$ cat src/rtl/fsc_4bit_if.sv
// Operand/result bundle for one 4-bit subtractor slice.
// FSC4_FLAGS_EN adds the zero_q/ovf_q flag signals.
interface fsc_4bit_if;
   logic [3:0] a;
   logic [3:0] b;
   logic       bin;
   logic [3:0] diff;
   logic       bout;
   logic [3:0] diff_q;
   logic       bout_q;
`ifdef FSC4_FLAGS_EN
   logic       zero_q;
   logic       ovf_q;

   modport master (
      output a, b, bin,
      input  diff, bout, diff_q, bout_q, zero_q, ovf_q
   );
   modport slave (
      input  a, b, bin,
      output diff, bout, diff_q, bout_q, zero_q, ovf_q
   );
`else
   modport master (
      output a, b, bin,
      input  diff, bout, diff_q, bout_q
   );
   modport slave (
      input  a, b, bin,
      output diff, bout, diff_q, bout_q
   );
`endif
endinterface

$ cat src/rtl/fsc_4bit.sv
// 4-bit ripple-borrow subtractor slice with combinational and registered outputs.
// Optional registered zero/overflow flags under FSC4_FLAGS_EN.
module fsc_4bit (
   input logic       clk,
   input logic       rst,
   fsc_4bit_if.slave bus
);

   logic [4:0] br;
   logic [3:0] diff_c;
   logic [3:0] diff_d, diff_q;
   logic       bout_d, bout_q;

   // Bit-level borrow ripple; kept in one block so the chain stays purely combinational.
   always_comb begin
      br     = '0;
      diff_c = '0;
      br[0]  = bus.bin;
      for (int i = 0; i < 4; i++) begin
         diff_c[i] = bus.a[i] ^ bus.b[i] ^ br[i];
         br[i+1]   = (~bus.a[i] & bus.b[i]) | (~(bus.a[i] ^ bus.b[i]) & br[i]);
      end
   end

   always_comb begin
      diff_d = diff_c;
      bout_d = br[4];
   end

   always_ff @(posedge clk or negedge rst) begin
      if (!rst) begin
         diff_q <= 4'h0;
         bout_q <= 1'b0;
      end else begin
         diff_q <= diff_d;
         bout_q <= bout_d;
      end
   end

   assign bus.diff   = diff_c;
   assign bus.bout   = br[4];
   assign bus.diff_q = diff_q;
   assign bus.bout_q = bout_q;

`ifdef FSC4_FLAGS_EN
   logic zero_d, zero_q;
   logic ovf_d, ovf_q;

   always_comb begin
      zero_d = (diff_c == 4'h0);
      ovf_d  = (bus.a[3] != bus.b[3]) & (diff_c[3] != bus.a[3]);
   end

   always_ff @(posedge clk or negedge rst) begin
      if (!rst) begin
         zero_q <= 1'b0;
         ovf_q  <= 1'b0;
      end else begin
         zero_q <= zero_d;
         ovf_q  <= ovf_d;
      end
   end

   assign bus.zero_q = zero_q;
   assign bus.ovf_q  = ovf_q;
`endif

endmodule

$ cat src/flat_wrapper.sv
// flat-port wrapper written by rule: the top's interface ports become plain ports
module fsc_4bit_flat 
  (clk, rst, bus_a, bus_b, bus_bin, bus_diff, bus_bout, bus_diff_q, bus_bout_q);
  fsc_4bit_if bus_i ();
  input logic clk;
  input logic rst;
  input wire logic [$bits(bus_i.a)-1:0] bus_a;
  input wire logic [$bits(bus_i.b)-1:0] bus_b;
  input wire logic [$bits(bus_i.bin)-1:0] bus_bin;
  output wire logic [$bits(bus_i.diff)-1:0] bus_diff;
  output wire logic [$bits(bus_i.bout)-1:0] bus_bout;
  output wire logic [$bits(bus_i.diff_q)-1:0] bus_diff_q;
  output wire logic [$bits(bus_i.bout_q)-1:0] bus_bout_q;
  assign bus_i.a = bus_a;
  assign bus_i.b = bus_b;
  assign bus_i.bin = bus_bin;
  assign bus_diff = bus_i.diff;
  assign bus_bout = bus_i.bout;
  assign bus_diff_q = bus_i.diff_q;
  assign bus_bout_q = bus_i.bout_q;
  fsc_4bit u_core (.clk(clk), .rst(rst), .bus(bus_i));
endmodule
$ cat config.mk
export PLATFORM = sky130hd
export DESIGN_NAME = fsc_4bit_flat
export DESIGN_NICKNAME = d
export VERILOG_FILES = /design/src/rtl/fsc_4bit_if.sv /design/src/rtl/fsc_4bit.sv /design/src/flat_wrapper.sv
export SDC_FILE = /design/constraint.sdc
export NUM_CORES = 1
export LEC_CHECK = 0
export ABC_AREA = 1
export CAP_MARGIN = 5
export CORE_AREA = 2 2 39 41
export CTS_CLUSTER_SIZE = 8
export DETAILED_ROUTE_END_ITERATION = 8
export DIE_AREA = 0 0 41 43
export HOLD_SLACK_MARGIN = 0.02
export SLEW_MARGIN = 20
export SYNTH_ARGS = -nofsm -noshare
export SYNTH_HDL_FRONTEND = slang
export SYNTH_SLANG_ARGS = --single-unit
$ cat constraint.sdc
create_clock -name clk -period 3.2 [get_ports clk]
set_input_delay 0.48 -clock clk [delete_from_list [all_inputs] [get_ports clk]]
set_output_delay 0.48 -clock clk [all_outputs]
set_load 0.02 [all_outputs]
==> impl_metrics.tcl <==
set metrics [dict create \
    outcome "finished, final reports clean" \
    switchingPower_w 0.00007194 \
    setup_violations 0 \
    synth_warnings 0 \
    p_int_w 0.0001688 \
    clock-sinks 5 \
    die_h_um 43 \
    syn-num-nets 34 \
    cpMostUsedCell "fa_1" \
    fmax_ghz 0.3239 \
    port_buffers 20 \
    grtUsageTotal_pct 6.970 \
    p_sw_share_pct 29.89 \
    fillCellCount 157 \
    final_nets 60 \
    via_per_inst 3.383 \
    dpl.hpwl_um 405.3 \
    path_clk_slew_ns 0.04 \
    min_period_ns 3.087 \
    num_rows 14 \
    slew_violations 0 \
    crit_type "primary input to output pin" \
    final_common_cell "clkdlybuf4s50_1" \
    cts_tree "built" \
    maxCapViolations 0 \
    p_clk_share_pct 28.9 \
    fin_crit_sh_pct 96.47 \
    vias 203 \
    clk_path_buf_depth 2 \
    diodes 0 \
    gp_congestion 0.6174 \
    netlist_area_um2 242.7 \
    h-tree-depth 1 \
    drive_gt1_share_pct 11.36 \
    netlist_instances 19 \
    worstPathMaxFanout 2 \
    pre_cts_slack_ns -0.2886 \
    power.density_mw_per_mm2 490.7 \
    grt_pass1_vias 212 \
    rsz0062_at_grt "yes" \
    antenna_found_initial 0 \
    critPathMaxStageDelay_ns 0.42 \
    dr.pass1.iters 1 \
    setup_ws_ns 0.1131 \
    seq_power_share_pct 31.6 \
    drc_errors 0 \
    die-area_mm2 0.001763 \
    initialDrtViolationCount 0 \
    cts_buffers 3 \
    ir_drop_mv 0.1094 \
    arrival_ns 2.61 \
    hold_class "primary input to async pin" \
    cp-end-kind "output pin" \
    overflow 0 \
    ys_seq_area_share_pct 51.55 \
    hold_buffers 0 \
    drt_wl_total_um 435 \
    cp-start-kind "primary input" \
    worstPathRequired_ns 2.72 \
    total_power_w 0.0002407 \
    p_comb_share_pct 39.5 \
    post_synth_num_cell_types 3 \
    holdWs_ns 0.4608 \
    ios 21 \
    tightest_slew_ns 0.2177 \
    ant_nets 0 \
    cts_root_buffer "clkbuf_4" \
    cp_num_buf_inv 5 \
    leakage_nw 0.2408 \
    synth_seq_cells 5 \
    utilization_pct 35.44 \
    slew_headroom_pct 85.44 \
    cp_slowest_cell "fa_1" \
    initial_utilization_pct 17.54 \
    layout_common_cells "clkdlybuf4s50_1, inv_1, dfrtp_1, fa_1, clkbuf_4" \
    wire_per_inst_um 7.250 \
    die_w_um 41 \
    synth.avg_cell_area_um2 12.78 \
    grt_max_degree 6 \
    crit_chain "clkdlybuf4s50_1 > inv_1 > fa_1 > inv_1 > fa_1 > fa_1 > inv_1 > fa_1 > buf_2" \
    synthToLayoutAreaGrowth_pct 102.1 \
    hold_viol 0 \
    cts_setup_buffers 0 \
    crit_family "adder cells" \
    core_mm2 0.001384 \
    grt_pass1_wl_um 731 \
]
-- layer usage --
layer,track usage (%),routed length (µm)
met1,5.574,121
met2,9.688,247
met3,1.571,46
met4,12.00,19
met5,0,0
-- flip-flops by register name, indices dropped and copies added, names as in the netlist --
register / flops
u_core.bus.diff_q: 4
u_core.bus.bout_q: 1
-- metrics by stage --
step	setup TNS, ns	area, µm²	cells
floorplan	0	242.7	19
global placement	-0.4725	470.5	56
detailed placement	-0.5430	470.5	56
CTS	0	489.2	60
global route	-0.003076	490.5	60
finish	0	490.5	60
-- Yosys cell counts, drive strengths merged --
library cell	instances	share of area, %
fa	4	33
dfrtp	5	52
inv	10	15
-- layout make-up --
| class | count | area [µm²] | area share [%] |
|---|---|---|---|
| Inverter | 10 | 37.54 | 7.653 |
| Timing Repair Buffer | 21 | 201.4 | 41.07 |
| Multi-Input combinational cell | 4 | 80.08 | 16.33 |
| Clock buffer | 4 | 26.28 | 5.357 |
| Tap cell | 16 | 20.02 | 4.082 |
| Sequential cell | 5 | 125.1 | 25.51 |
-- path summary, 6_finish.rpt --
check / slack, ns / to / from / depth (start not counted)
min in group clk: 0.93 / u_core.bus.diff_q[0] / bus_b[0] / 3
setup / recovery: 0.11 / bus_diff[3] / bus_bin / 9
hold / removal: 0.46 / u_core.bus.diff_q[2] / rst / 1
max in group asynchronous: 2.56 / u_core.bus.bout_q / rst / 1
-- what timing repair did --
item                                    4_1_cts  5_1_grt
endpoints found under the setup margin        3        2
pin swaps                                     0        0
resized for setup                             6        1
-- cell families (layout without fill, tap and decap cells) --
logic type                 count (synthesis)  count (layout)  share of synthesized area [%]
buffers and inverters                     10              35                          15.47
DFF                                        5               5                          51.55
adders and majority gates                  4               4                          32.99
-- power by group through the flow --
stage	clock [W]	sequential [W]	combinational (W)
floorplan	0	0.0000911	0.0000304
global placement	0	0.0000769	0.000101
detailed placement	0	0.0000770	0.000102
CTS	0.0000738	0.0000761	0.0000970
global route	0.0000767	0.0000768	0.000105
finish	0.0000696	0.0000760	0.0000951
Note: power is estimated with default switching activity, not from simulation.
